===== config.mk =====
export PLATFORM = sky130hd
export DESIGN_NAME = pipeline_hazard_unit
export DESIGN_NICKNAME = d
export VERILOG_FILES = /design/src/rtl/pipeline_hazard_unit.sv
export SDC_FILE = /design/constraint.sdc
export NUM_CORES = 1
export LEC_CHECK = 0
export CAP_MARGIN = 10
export CORE_ASPECT_RATIO = 1.5
export CORE_MARGIN = 10
export CORE_UTILIZATION = 48
export CTS_CLUSTER_DIAMETER = 100
export DETAILED_ROUTE_END_ITERATION = 10
export GPL_ROUTABILITY_DRIVEN = 0
export GPL_TIMING_DRIVEN = 0
export PLACE_DENSITY = 0.84
export SETUP_SLACK_MARGIN = 0.05
export SLEW_MARGIN = 15
export SYNTH_ARGS = -nofsm -noshare
export SYNTH_HDL_FRONTEND = slang
export SYNTH_SLANG_ARGS = --single-unit

===== constraint.sdc =====
create_clock -name clk -period 4.05 [get_ports clk]
set_clock_uncertainty 0.05 [all_clocks]
set_input_delay 1.215 -clock clk [delete_from_list [all_inputs] [get_ports clk]]
set_output_delay 1.215 -clock clk [all_outputs]
set_load 0.03 [all_outputs]

===== src/rtl/pipeline_hazard_unit.sv =====
// Hazard/forwarding controller: registered destination tracker, stage enables, bubble and forward selects.
// Optional macro HAZARD_PERF_CNT_EN adds the stall_cnt / flush_cnt performance counters.
module pipeline_hazard_unit #(
  parameter int REG_AW    = 3,
  parameter int DEPTH     = 3,
  parameter int MEM_STAGE = 1
) (
  input  logic              clk,
  input  logic              rst_n,
  input  logic              r_valid,
  input  logic              r_sr_use,
  input  logic [REG_AW-1:0] r_sr_addr,
  input  logic              r_tr_use,
  input  logic [REG_AW-1:0] r_tr_addr,
  input  logic              r_wr_en,
  input  logic [REG_AW-1:0] r_wr_addr,
  input  logic              r_wr_mem,
  input  logic              flush,
  input  logic              mem_busy,
  output logic [DEPTH+1:0]  en,
  output logic              bubble_x,
  output logic [DEPTH-1:0]  fwd_sr,
  output logic              fwd_sr_mem,
  output logic [DEPTH-1:0]  fwd_tr,
  output logic              fwd_tr_mem
`ifdef HAZARD_PERF_CNT_EN
  ,
  output logic [31:0]       stall_cnt,
  output logic [31:0]       flush_cnt
`endif
);

  logic [DEPTH-1:0]  r_trk_valid;
  logic [DEPTH-1:0]  r_trk_mem;
  logic [REG_AW-1:0] r_trk_addr [DEPTH];

  logic [DEPTH-1:0]  w_sr_fwd;
  logic [DEPTH-1:0]  w_tr_fwd;
  logic              w_sr_mem;
  logic              w_tr_mem;
  logic              w_sr_haz;
  logic              w_tr_haz;
  logic              w_stall;
  logic [DEPTH+1:0]  w_en;
  logic              w_bubble;

  // Scan oldest to youngest so the youngest matching entry is the one left standing.
  always_comb begin
    w_sr_fwd = '0;
    w_sr_mem = 1'b0;
    w_sr_haz = 1'b0;
    w_tr_fwd = '0;
    w_tr_mem = 1'b0;
    w_tr_haz = 1'b0;
    for (int i = DEPTH - 1; i >= 0; i--) begin
      if (r_sr_use && r_trk_valid[i] && (r_trk_addr[i] == r_sr_addr)) begin
        w_sr_fwd    = '0;
        w_sr_fwd[i] = 1'b1;
        w_sr_mem    = r_trk_mem[i];
        w_sr_haz    = r_trk_mem[i] && (i < MEM_STAGE);
      end
      if (r_tr_use && r_trk_valid[i] && (r_trk_addr[i] == r_tr_addr)) begin
        w_tr_fwd    = '0;
        w_tr_fwd[i] = 1'b1;
        w_tr_mem    = r_trk_mem[i];
        w_tr_haz    = r_trk_mem[i] && (i < MEM_STAGE);
      end
    end
  end

  assign w_stall = r_valid & (w_sr_haz | w_tr_haz) & ~flush;

  always_comb begin
    w_en     = '1;
    w_bubble = 1'b0;
    if (mem_busy) begin
      w_en     = '0;
      w_bubble = 1'b0;
    end else if (flush) begin
      w_bubble = 1'b1;
    end else if (w_stall) begin
      w_en[1:0] = 2'b00;
      w_bubble  = 1'b1;
    end
  end

  // A bubbled R instruction must not enter the tracker; it is either held or killed.
  always_ff @(posedge clk or negedge rst_n) begin
    if (!rst_n) begin
      r_trk_valid <= '0;
      r_trk_mem   <= '0;
      for (int i = 0; i < DEPTH; i++) r_trk_addr[i] <= '0;
    end else if (!mem_busy) begin
      for (int i = DEPTH - 1; i > 0; i--) begin
        r_trk_valid[i] <= r_trk_valid[i-1];
        r_trk_mem[i]   <= r_trk_mem[i-1];
        r_trk_addr[i]  <= r_trk_addr[i-1];
      end
      r_trk_valid[0] <= r_valid & r_wr_en & ~w_bubble;
      r_trk_mem[0]   <= r_wr_mem;
      r_trk_addr[0]  <= r_wr_addr;
    end
  end

`ifdef HAZARD_PERF_CNT_EN
  logic [31:0] r_stall_cnt;
  logic [31:0] r_flush_cnt;

  always_ff @(posedge clk or negedge rst_n) begin
    if (!rst_n) begin
      r_stall_cnt <= '0;
      r_flush_cnt <= '0;
    end else if (!mem_busy) begin
      if (w_stall) r_stall_cnt <= r_stall_cnt + 32'd1;
      if (flush)   r_flush_cnt <= r_flush_cnt + 32'd1;
    end
  end

  assign stall_cnt = r_stall_cnt;
  assign flush_cnt = r_flush_cnt;
`endif

  assign en         = w_en;
  assign bubble_x   = w_bubble;
  assign fwd_sr     = w_sr_fwd;
  assign fwd_sr_mem = w_sr_mem;
  assign fwd_tr     = w_tr_fwd;
  assign fwd_tr_mem = w_tr_mem;

endmodule

==> flow_summary.rst <==
.. list-table::
   :header-rows: 1

   * - Metric
     - Value
   * - Number of H-tree branching levels
     - 1
   * - Number of synthesized register bits
     - 15
   * - Worst r2r dst
     - r_trk_valid[0]
   * - Hold Startpoint
     - r_trk_valid[2]
   * - Most common cell after layout, fill and taps aside
     - dfrtp_1
   * - Power density relative to cell area
     - 299.3 mW/mm^2
   * - Global Route met1 Usage
     - 10.14%
   * - Design internal power
     - 263.0 uW
   * - Data required time at the worst endpoint
     - 2780 ps
   * - Starting DRT DRC Count
     - 4
   * - Largest fanout of any net on the critical path
     - 6
   * - Met3 layer usage reported by global route
     - 2.555%
   * - Clock transition time at the flip-flop clock pins of the worst setup and hold paths
     - 80 ps
   * - RSZ-0062 raised after global routing
     - yes
   * - Inserted Clock Buffers
     - 3
   * - Number of remaining DRC errors
     - 0
   * - Average footprint of a synthesized cell
     - 10.64 sq um
   * - Via Count
     - 779
   * - Worst Setup Path Type
     - primary input to output pin
   * - Max-Cap Viols
     - 0
   * - Netlist area before placement
     - 935.9 sq um
   * - WHS
     - 494.4 ps
   * - Commonest non-fill, non-tap cells in the layout
     - dfrtp_1, mux2_2, xor2_1
   * - Register-to-Register Setup Slack
     - 2310 ps
   * - Switch share
     - 29.89%
   * - GRT Resource Usage Total
     - 10.35%
   * - Switching power of the nets
     - 112.2 uW
   * - Run status
     - finished, final reports clean
   * - Horiz. Die Dim
     - 56.06 microns
   * - Clock latency on the worst-skew pair
     - 270 ps
   * - Largest net degree at the start of global routing
     - 16
   * - Logic depth of the worst register-to-register path
     - 5
   * - Post-Place Cell Area
     - 0.001262 sq mm
   * - Relative slew margins
     - 57.19%
   * - Total setup violations reported at the end of the flow
     - 0
   * - Diodes inserted
     - 0
   * - Congestion Overflow GR
     - 0
   * - Iteration count of the initial detailed-routing pass
     - 4
   * - Post-route antenna net violation count
     - 0
   * - Launching element type of the critical path
     - primary input
   * - Hold Path Cell Cnt
     - 1
   * - Syn_nets
     - 106
   * - Leakage power of the design
     - 0.0005808 uW
   * - Syn. warnings
     - 0
   * - Setup Buffers After CTS
     - 0
   * - Number of rows in the core area
     - 19
   * - Clock tree root buffer cell
     - clkbuf_4
   * - Top achievable clock speed
     - 0.2519 GHz
   * - End point of the most critical hold path
     - r_trk_valid[2]
   * - Starting density of the core
     - 50.47%
   * - Area occupied by multi-input gates
     - 518.0 sq um
   * - Part of the total power dissipated in combinational logic
     - 26.9%
   * - First-pass GRT wire length
     - 3643 microns
   * - Maximum VDD drop
     - 255.1 uV
   * - Post-layout net count
     - 141
   * - Count of boundary I/O pins
     - 32
   * - Die height
     - 74.08 microns
   * - Post-DP HPWL
     - 2024 microns
   * - Filler Cells Inserted
     - 158
   * - Unique cell type count in the Yosys netlist
     - 24
   * - Sequential element share of the synthesized area
     - 40.11%
   * - Port Buffer Count
     - 30
   * - Total negative slack
     - 0 ps
   * - Critical R2R Launch
     - r_trk_addr[6]
   * - Final max-slew violation count
     - 0
   * - Slew at the pin with the worst max-slew slack
     - 640.2 ps
   * - Flop pwr share
     - 52.3%
   * - Antenna violations before repair
     - 0
   * - Post-layout min period
     - 3970 ps
   * - Cell area after layout
     - 0.001254 sq mm
   * - Post-Synthesis Cells
     - 88
   * - Via count of the first global-routing pass
     - 827
   * - CTS tree
     - done
   * - Category of the worst setup path capture point
     - output pin
   * - Part of the cycle the worst path needs
     - 98.03%
   * - Routed WL
     - 2272 microns
   * - Data arrival time of the critical path
     - 2710 ps
   * - Die footprint
     - 0.004153 sq mm
   * - Worst hold path class
     - flop to flop
   * - Hold Violations, Final
     - 0
   * - Register area
     - 375.4 sq um
   * - Placeable Area
     - 0.001854 sq mm
   * - GR met2 Demand/Resource
     - 19.78%
   * - WL per Instance
     - 15.89 microns
   * - Layer with the highest usage after global routing
     - met2
   * - Proportion of layout cells with a drive suffix above 1
     - 31.15%
   * - Clock tree sinks
     - 15
   * - Power share of the clock group
     - 20.8%
   * - Hold buffer count at CTS
     - 0
   * - Maximum number of buffers from clock root to sink
     - 2
   * - Layout-stage area growth over the synthesis result
     - 33.96%
   * - Via-per-instance ratio
     - 5.448
## cells in the mapped netlist, drive strengths merged
cell	count	share of area, %
dfrtp	15	40
mux2	14	17
xnor2	6	5.6
clkinv	1	0.53
nand2	6	2.4
a41o	1	1.1
a31oi	3	2.0
and2	1	0.67
o21a	1	0.80
and4	2	1.9
nor4	2	1.3
nand4	2	1.3
nor2	2	0.80
nor2b	1	0.67
a21oi	3	1.6
buf	3	2.4
nand3	2	1.1
clkbuf	2	0.80
o21ai	1	0.94
and3	4	2.7
or4	2	2.4
inv	2	0.80
xor2	12	11
## sequential cells by signal, indices dropped and copies added (netlist names)
register,flops
r_trk_mem,3
r_trk_addr,9
r_trk_valid,3
## power groups by stage
stage	logic, uW	registers (uW)	clock network, uW
floorplan	66.0	191	0
CTS	103	196	81.4
detailed placement	107	199	0
finish	101	196	78.0
global placement	103	197	0
global route	110	200	86.7
## what timing repair did
| item | 4_1_cts | 5_1_grt |
|---|---|---|
| gates resized for setup | 52 | 12 |
| setup endpoints to repair | 14 | 11 |
| pin swaps | 2 | 2 |
| gates cloned | 0 | 0 |
## per-stage QoR
step	power, uW	instances	utilization [%]	setup WS (ps)
finish	375.2	143	67.61	79.97
global route	396.3	143	67.61	13.29
CTS	380.3	143	68.76	51.26
detailed placement	305.5	139	68.08	-669.4
global placement	299.3	139	68.08	-665.1
floorplan	256.8	88	-	135.8
## per-layer routing
metal | part of all wire (%) | vias up
met5 | 0 | -
met4 | 2.0 | 0
met3 | 5.5 | 6
met2 | 56 | 26
met1 | 36 | 365
li1 | - | 382
## logic make-up after synthesis
kind of cell	synth area share, %
compound gates	6.417
flops	40.11
mux	16.84
xor+xnor	16.84
simple gates	15.24
buf+inv	4.544
## layout make-up
cell class	count	share of cell area [%]
sequential	15	29.94
inverter	3	1.198
clock buffer	4	2.096
buffer	5	2.595
tap	21	2.096
timing repair buffer	30	20.76
multi-input combinational	65	41.32
## worst max path at each step
| stage | endpoint | slack, ps | start | cells past startpoint |
|---|---|---|---|---|
| after floorplan | fwd_sr_mem | 140 | r_sr_addr[2] | 5 |
| after global placement | fwd_tr_mem | -670 | r_tr_addr[0] | 7 |
| after detailed placement | fwd_tr_mem | -670 | r_tr_addr[0] | 7 |
| final | en[1] | 80 | r_sr_addr[1] | 7 |
| after CTS | en[4] | 50 | mem_busy | 5 |
| after global routing | en[1] | 10 | r_sr_addr[1] | 7 |
## critical path: stages
cell and delay (ps):
dlygate4sd2_1 290, xor2_1 160, or4_4 540, nand2_1 90, a31oi_1 100, buf_4 160, buf_4 160
No activity file was read; power rests on OpenSTA's default activity.
